### src/rtl/cxu_router_pkg.sv
// Shared CXU types for the router: the error status code, the in-order tracking
// entry layout and the channel-count ceiling. Also provides the helper that
// sizes the performance-counter select port (used when CXU_ROUTER_PERF_EN is set).
package cxu_router_pkg;

  localparam int CXU_ROUTER_MAX_CHANNELS = 16;
  localparam int CXU_ORDER_CHAN_W        = 4;
  localparam int CXU_ORDER_ID_W          = 8;

  localparam logic [1:0] CXU_STATUS_ERR = 2'b11;

  typedef struct packed {
    logic [CXU_ORDER_CHAN_W-1:0] chan;
    logic                        err;
    logic [CXU_ORDER_ID_W-1:0]   id;
  } cxu_order_entry_t;

  function automatic int cxuSelWidth(input int n);
    return (n > 1) ? $clog2(n) : 1;
  endfunction

endpackage

### src/rtl/cxu_router_order_fifo.sv
// cxu_order_fifo: small power-of-two FIFO remembering where each in-flight
// request went, so responses can be returned to the core in request order.
module cxu_order_fifo #(
  parameter int DEPTH = 4,
  parameter int WIDTH = 13
) (
  input  logic                     clk,
  input  logic                     rst,
  input  logic                     push_i,
  input  logic                     pop_i,
  input  logic [WIDTH-1:0]         wdata_i,
  output logic [WIDTH-1:0]         rdata_o,
  output logic [$clog2(DEPTH):0]   count_o,
  output logic                     full_o,
  output logic                     empty_o
);

  localparam int PTR_W = $clog2(DEPTH);
  localparam int CNT_W = PTR_W + 1;

  logic [WIDTH-1:0] mem_q [DEPTH];
  logic [PTR_W-1:0] wrPtr_q;
  logic [PTR_W-1:0] rdPtr_q;
  logic [CNT_W-1:0] count_q;

  // Pointers and occupancy; pointers wrap naturally because DEPTH is a power of two.
  always_ff @(posedge clk or negedge rst) begin
    if (!rst) begin
      wrPtr_q <= '0;
      rdPtr_q <= '0;
      count_q <= '0;
    end else begin
      if (push_i) wrPtr_q <= wrPtr_q + PTR_W'(1);
      if (pop_i)  rdPtr_q <= rdPtr_q + PTR_W'(1);
      case ({push_i, pop_i})
        2'b10:   count_q <= count_q + CNT_W'(1);
        2'b01:   count_q <= count_q - CNT_W'(1);
        default: count_q <= count_q;
      endcase
    end
  end

  // Storage needs no reset: entries are only read while the count says they are live.
  always_ff @(posedge clk) begin
    if (push_i) mem_q[wrPtr_q] <= wdata_i;
  end

  assign rdata_o = mem_q[rdPtr_q];
  assign count_o = count_q;
  assign full_o  = (count_q == CNT_W'(DEPTH));
  assign empty_o = (count_q == '0);

endmodule

### src/rtl/cxu_router.sv
// cxu_router: fans the core's single CXU request stream out to NUM_CXU channels
// and returns responses strictly in request order. Requests to non-existent
// channels are answered locally with CXU_STATUS_ERR.
// Optional per-channel performance counters: define CXU_ROUTER_PERF_EN.
module cxu_router
  import cxu_router_pkg::*;
#(
  parameter int NUM_CXU         = 4,
  parameter int MAX_OUTSTANDING = 4,
  parameter int REQ_ID_W        = 3,
  parameter int CXU_ID_W        = 4,
  parameter int STATE_ID_W      = 2,
  parameter int FUNC_ID_W       = 10,
  parameter int INSN_W          = 32,
  parameter int DATA_W          = 32,
  parameter int STATUS_W        = 2,
  localparam int PERF_SEL_W     = cxuSelWidth(NUM_CXU)
) (
  input  logic                  clk,
  input  logic                  rst,
`ifdef CXU_ROUTER_PERF_EN
  input  logic [PERF_SEL_W-1:0] perf_sel,
  input  logic                  perf_clear,
  output logic [31:0]           perf_req_count,
  output logic [31:0]           perf_stall_count,
`endif
  input  logic                  up_req_valid,
  output logic                  up_req_ready,
  input  logic [REQ_ID_W-1:0]   up_req_id,
  input  logic [CXU_ID_W-1:0]   up_req_cxu,
  input  logic [STATE_ID_W-1:0] up_req_state,
  input  logic [FUNC_ID_W-1:0]  up_req_func,
  input  logic [INSN_W-1:0]     up_req_insn,
  input  logic [DATA_W-1:0]     up_req_data0,
  input  logic [DATA_W-1:0]     up_req_data1,
  output logic                  up_resp_valid,
  input  logic                  up_resp_ready,
  output logic [REQ_ID_W-1:0]   up_resp_id,
  output logic [STATUS_W-1:0]   up_resp_status,
  output logic [DATA_W-1:0]     up_resp_data,
  output logic [NUM_CXU-1:0]    dn_req_valid,
  input  logic [NUM_CXU-1:0]    dn_req_ready,
  output logic [REQ_ID_W-1:0]   dn_req_id    [NUM_CXU],
  output logic [STATE_ID_W-1:0] dn_req_state [NUM_CXU],
  output logic [FUNC_ID_W-1:0]  dn_req_func  [NUM_CXU],
  output logic [INSN_W-1:0]     dn_req_insn  [NUM_CXU],
  output logic [DATA_W-1:0]     dn_req_data0 [NUM_CXU],
  output logic [DATA_W-1:0]     dn_req_data1 [NUM_CXU],
  input  logic [NUM_CXU-1:0]    dn_resp_valid,
  output logic [NUM_CXU-1:0]    dn_resp_ready,
  input  logic [REQ_ID_W-1:0]   dn_resp_id     [NUM_CXU],
  input  logic [STATUS_W-1:0]   dn_resp_status [NUM_CXU],
  input  logic [DATA_W-1:0]     dn_resp_data   [NUM_CXU]
);

  localparam int ENTRY_W = $bits(cxu_order_entry_t);

  logic [NUM_CXU-1:0]    reqValid_q;
  logic [REQ_ID_W-1:0]   reqId_q    [NUM_CXU];
  logic [STATE_ID_W-1:0] reqState_q [NUM_CXU];
  logic [FUNC_ID_W-1:0]  reqFunc_q  [NUM_CXU];
  logic [INSN_W-1:0]     reqInsn_q  [NUM_CXU];
  logic [DATA_W-1:0]     reqData0_q [NUM_CXU];
  logic [DATA_W-1:0]     reqData1_q [NUM_CXU];

  logic                       targetValid;
  logic                       targetFree;
  logic                       accept;
  logic                       respPop;
  logic                       respValid;
  logic                       fifoFull;
  logic                       fifoEmpty;
  logic [$clog2(MAX_OUTSTANDING):0] fifoCount;
  logic [ENTRY_W-1:0]         fifoRdata;
  cxu_order_entry_t           pushEntry;
  cxu_order_entry_t           head;

  assign targetValid = (int'(up_req_cxu) < NUM_CXU);

  // Can the addressed channel take a new request this cycle (empty or draining)?
  always_comb begin
    targetFree = 1'b0;
    for (int c = 0; c < NUM_CXU; c++) begin
      if (up_req_cxu == CXU_ID_W'(c)) targetFree = !reqValid_q[c] || dn_req_ready[c];
    end
  end

  // Ready never looks at the response side; rst gating keeps it low during reset.
  assign up_req_ready = rst && !fifoFull && (!targetValid || targetFree);
  assign accept       = up_req_valid && up_req_ready;

  assign pushEntry.chan = CXU_ORDER_CHAN_W'(up_req_cxu);
  assign pushEntry.err  = !targetValid;
  assign pushEntry.id   = CXU_ORDER_ID_W'(up_req_id);

  cxu_order_fifo #(
    .DEPTH (MAX_OUTSTANDING),
    .WIDTH (ENTRY_W)
  ) u_order_fifo (
    .clk     (clk),
    .rst     (rst),
    .push_i  (accept),
    .pop_i   (respPop),
    .wdata_i (pushEntry),
    .rdata_o (fifoRdata),
    .count_o (fifoCount),
    .full_o  (fifoFull),
    .empty_o (fifoEmpty)
  );

  // Per-channel request registers: load on accept, hold until the channel takes it.
  always_ff @(posedge clk or negedge rst) begin
    if (!rst) begin
      reqValid_q <= '0;
      for (int c = 0; c < NUM_CXU; c++) begin
        reqId_q[c]    <= '0;
        reqState_q[c] <= '0;
        reqFunc_q[c]  <= '0;
        reqInsn_q[c]  <= '0;
        reqData0_q[c] <= '0;
        reqData1_q[c] <= '0;
      end
    end else begin
      for (int c = 0; c < NUM_CXU; c++) begin
        if (accept && (up_req_cxu == CXU_ID_W'(c))) begin
          reqValid_q[c] <= 1'b1;
          reqId_q[c]    <= up_req_id;
          reqState_q[c] <= up_req_state;
          reqFunc_q[c]  <= up_req_func;
          reqInsn_q[c]  <= up_req_insn;
          reqData0_q[c] <= up_req_data0;
          reqData1_q[c] <= up_req_data1;
        end else if (dn_req_ready[c]) begin
          reqValid_q[c] <= 1'b0;
        end
      end
    end
  end

  assign dn_req_valid = reqValid_q;
  assign dn_req_id    = reqId_q;
  assign dn_req_state = reqState_q;
  assign dn_req_func  = reqFunc_q;
  assign dn_req_insn  = reqInsn_q;
  assign dn_req_data0 = reqData0_q;
  assign dn_req_data1 = reqData1_q;

  assign head = cxu_order_entry_t'(fifoRdata);

  // Steer the response of the channel at the FIFO head (or a local error) to the core.
  always_comb begin
    respValid      = 1'b0;
    up_resp_id     = '0;
    up_resp_status = '0;
    up_resp_data   = '0;
    dn_resp_ready  = '0;
    if (!fifoEmpty) begin
      if (head.err) begin
        respValid      = 1'b1;
        up_resp_id     = REQ_ID_W'(head.id);
        up_resp_status = STATUS_W'(CXU_STATUS_ERR);
      end else begin
        for (int c = 0; c < NUM_CXU; c++) begin
          if (head.chan == CXU_ORDER_CHAN_W'(c)) begin
            respValid        = dn_resp_valid[c];
            up_resp_id       = dn_resp_id[c];
            up_resp_status   = dn_resp_status[c];
            up_resp_data     = dn_resp_data[c];
            dn_resp_ready[c] = up_resp_ready;
          end
        end
      end
    end
  end

  assign up_resp_valid = respValid;
  assign respPop       = respValid && up_resp_ready;

`ifdef CXU_ROUTER_PERF_EN
  logic [31:0] reqCount_q   [NUM_CXU];
  logic [31:0] stallCount_q [NUM_CXU];

  // Saturating per-channel counters; a clear overrides any same-cycle increment.
  always_ff @(posedge clk or negedge rst) begin
    if (!rst) begin
      for (int c = 0; c < NUM_CXU; c++) begin
        reqCount_q[c]   <= '0;
        stallCount_q[c] <= '0;
      end
    end else begin
      for (int c = 0; c < NUM_CXU; c++) begin
        if (perf_clear) begin
          reqCount_q[c]   <= '0;
          stallCount_q[c] <= '0;
        end else begin
          if (accept && (up_req_cxu == CXU_ID_W'(c)) && (reqCount_q[c] != 32'hFFFF_FFFF))
            reqCount_q[c] <= reqCount_q[c] + 32'd1;
          if (reqValid_q[c] && !dn_req_ready[c] && (stallCount_q[c] != 32'hFFFF_FFFF))
            stallCount_q[c] <= stallCount_q[c] + 32'd1;
        end
      end
    end
  end

  // Expose the counters of the selected channel.
  always_comb begin
    perf_req_count   = '0;
    perf_stall_count = '0;
    for (int c = 0; c < NUM_CXU; c++) begin
      if (perf_sel == PERF_SEL_W'(c)) begin
        perf_req_count   = reqCount_q[c];
        perf_stall_count = stallCount_q[c];
      end
    end
  end
`endif

endmodule

### config.mk
export PLATFORM = sky130hd
export DESIGN_NAME = cxu_router
export DESIGN_NICKNAME = d
export VERILOG_FILES = /design/src/rtl/cxu_router_pkg.sv /design/src/rtl/cxu_router_order_fifo.sv /design/src/rtl/cxu_router.sv
export SDC_FILE = /design/constraint.sdc
export NUM_CORES = 1
export LEC_CHECK = 0
export BUFFER_PORTS_ARGS = -buffer_cell sky130_fd_sc_hd__buf_4
export CORE_AREA = 2 2 297 299
export DETAILED_ROUTE_END_ITERATION = 7
export DIE_AREA = 0 0 299 301
export GPL_ROUTABILITY_DRIVEN = 0
export PLACE_DENSITY = 0.42
export SYNTH_ARGS = -nofsm -noshare
export SYNTH_HDL_FRONTEND = slang
export SYNTH_SLANG_ARGS = --single-unit
### constraint.sdc
create_clock -name clk -period 6.5 [get_ports clk]
set_clock_uncertainty 0.15 [all_clocks]
set_input_delay 0.975 -clock clk [delete_from_list [all_inputs] [get_ports clk]]
set_output_delay 0.975 -clock clk [all_outputs]
set_load 0.005 [all_outputs]
==> impl_metrics.yaml <==
pwr:
  power.switching_mw: 3.451
  switching_share_pct: 30.84
  ir_drop_uv: 210.3
  clkPwrFrac_pct: 28.8
  leakage_nw: 14.22
  p_int_mw: 7.740
  seq_power_share_pct: 38.7
  pwr-share-comb_pct: 32.6
  power_density_nw_per_um2: 388.1
floorplanning:
  die_h_um: 301
  start_util_pct: 23.12
  row_count: 108
  io_pins: 766
  die_w_um: 299
  dieArea_um2: 90000
  core-area_um2: 86480
sta:
  final.min_clock_period_ps: 5055
  grt_setup_unrepaired: "no"
  hold_viol_final: 0
  post-route-period-util_pct: 77.77
  holdWs_ps: 60.86
  worst_slack_ps: 1445
  worst_pin_slew_ps: 1134
  max_freq_mhz: 197.8
  setup_viol: 0
  setup_tns_ps: 0
  slew_violations: 0
  relSlewSlack_pct: 24.18
route:
  wl_per_cell_um: 22.83
  drt-total-wl_mm: 75.75
  via_per_inst: 4.294
  drt_iter0_markers: 703
  ant_nets: 0
  drc: 0
  via_count: 14250
  dr.pass1.iters: 5
worst_setup_path:
  r2r_end: "u_order_fifo.count_o[2]"
  rrSetupSlack_ps: 2210
  cp.arrival_ps: 3930
  required_ps: 5370
  crit_type: "reg2out"
  crit_fanout: 33
  cp-start-kind: "register"
  crit_path_end_kind: "output pin"
  r2r_start: "u_order_fifo.rdPtr_q[0]"
  rr_worst_depth: 11
layout:
  drive_above_1_share_pct: 62.88
  syn_to_final_growth_pct: 44.21
  register_area_um2: 12350
  final_util_pct: 33.34
  multiInputGateArea_um2: 7128
  nets: 2399
  antenna_cells: 0
  fill_cells: 8688
clocking:
  cts_buffer_depth: 3
  cts_tree: "built"
  cts_root_buf: "clkbuf_16"
  cts_hold_buffers: 0
  cts_made_buffers: 57
  htree_levels: 2
  cts_repair_resize_count: 0
  post_cts_buffers: 0
  clk_pin_slew_ps: 60
  clk_latency_ps: 580
  clock-sinks: 487
logic_synthesis:
  ys_async_sr_fraction_pct: 93.43
  synth_top_area_cell: "dfrtp_1"
  synth_edf_count: 32
  ys.flop_type: "dfrtp_1"
  syn-num-nets: 1632
  synth_cells: 1351
  synth_area_um2: 20000
  synth_area_leaders: "dfrtp_1, mux2_2, edfxtp_1, nand2_1, nand3_1"
  syn_area_per_cell_um2: 14.80
  seq_area_frac_synth_pct: 61.74
  synth_top_area_share_pct: 56.94
  yosys_register_bits: 487
  yosysMostFrequentCell: "dfrtp_1"
  synth_cell_types: 51
  synth_common_cells: "dfrtp_1, mux2_2, nand2_1, nand3_1, buf_2"
  yosysWarnings: 0
place:
  hpwl_mm: 55.99
  preCtsSetupSlack_ps: 2062
  port_buffers: 765
global_routing:
  grt_usage_pct: 16.10
  grt_pass1_wl_mm: 108.1
  grt_overflow: 0
  first_global_vias: 15230
  antenna_found_initial: 3
  grt_max_degree: 126
outcome:
  status: "finished clean"
job:
  maxCapViolations: 0
worst_hold_path:
  holdCritPathClass: "in2async"
[layer usage]
| layer | GRT usage (%) | vias up | share of wire, % |
|---|---|---|---|
| li1 | - | 6346 | - |
| met1 | 16.93 | 7275 | 35 |
| met2 | 30.62 | 508 | 54 |
| met3 | 4.755 | 111 | 7.3 |
| met4 | 4.893 | 6 | 2.9 |
| met5 | 0 | - | 0.051 |
[worst max-delay path by stage]
stage | start | to | slack [ps] | cells past startpoint
2_1_floorplan | up_req_cxu[0] | u_order_fifo.count_o[2] | 3330 | 12
3_3_place_gp | u_order_fifo.rdPtr_q[0] | up_resp_data[15] | 2240 | 5
3_5_place_dp | u_order_fifo.rdPtr_q[0] | up_resp_data[15] | 2060 | 5
4_1_cts | u_order_fifo.rdPtr_q[0] | up_resp_data[15] | 1400 | 5
5_1_grt | u_order_fifo.rdPtr_q[0] | up_resp_data[29] | 1200 | 5
6_report | u_order_fifo.rdPtr_q[0] | up_resp_data[15] | 1440 | 5
[cell families after synthesis]
| group | share of synthesized area, % |
|---|---|
| compound gates | 2.077 |
| xor+xnor | 0.1752 |
| fa+ha+maj | 0.4130 |
| buf+inv | 2.784 |
| flops | 61.74 |
| mux | 27.26 |
| simple gates | 5.550 |
[power by group through the flow]
stage | sequential [mW] | clock (mW) | combinational (mW)
after floorplan | 4.35 | 0 | 1.46
after CTS | 4.33 | 3.35 | 3.73
after detailed placement | 4.37 | 0 | 3.72
after global routing | 4.44 | 3.48 | 3.91
final | 4.33 | 3.22 | 3.64
after global placement | 4.35 | 0 | 3.69
[final cells by class]
class,count,share of cell area [%]
clock buffers,78,5.671
clock inverters,26,0.9416
inverters,21,0.2734
multi-input cells,767,24.72
flip-flops and latches,487,42.82
well taps,1155,5.012
repair buffers,784,20.57
[critical path: stages (launching register included)]
cell and delay [ps]:
dfrtp_1 880, mux4_2 760, nor3_4 950, o21ai_0 260, a221oi_1 320, buf_4 170
[state kept, by name (all words and copies together), names as in the netlist]
name / flops
u_order_fifo.rdPtr_q: 2
dn_req_valid: 4
u_order_fifo.count_o: 3
dn_req_data0: 128
dn_req_insn: 128
dn_req_func: 40
dn_req_data1: 128
dn_req_state: 8
u_order_fifo.wrPtr_q: 2
u_order_fifo.mem_q: 32
dn_req_id: 12
[stage by stage]
stage / instances / cell area [um^2] / power (mW)
finish: 3318 / 28840 / 11.19
global route: 3318 / 28840 / 11.82
CTS: 3318 / 28840 / 11.41
detailed placement: 3214 / 26930 / 8.095
global placement: 3214 / 26930 / 8.037
floorplan: 1351 / 20000 / 5.806
[cell usage in the layout (no fill, tap or decap), types with 3 or more instances in the layout]
master	netlist	routed
a21oi_1	5	5
a21oi_2	6	6
a221oi_1	5	5
a221oi_2	7	7
and2_1	6	6
and3_1	24	24
buf_12	0	3
buf_4	20	780
bufinv_16	0	3
clkbuf_1	9	8
clkbuf_16	0	57
clkbuf_8	0	13
clkinv_2	0	12
clkinvlp_4	0	3
dfrtp_1	455	455
edfxtp_1	32	32
ha_1	5	5
inv_1	21	21
mux2_2	449	449
mux2i_1	20	20
mux4_2	8	8
nand2_1	98	96
nand3_1	49	49
nand4_1	3	3
nor2_1	16	16
nor2b_1	5	5
nor3_1	6	5
nor3_4	2	3
o211ai_1	3	3
o21ai_0	10	10
o21ai_1	6	6
o31ai_1	3	3
or2_1	5	5
No activity file was read; power rests on OpenSTA's default activity.
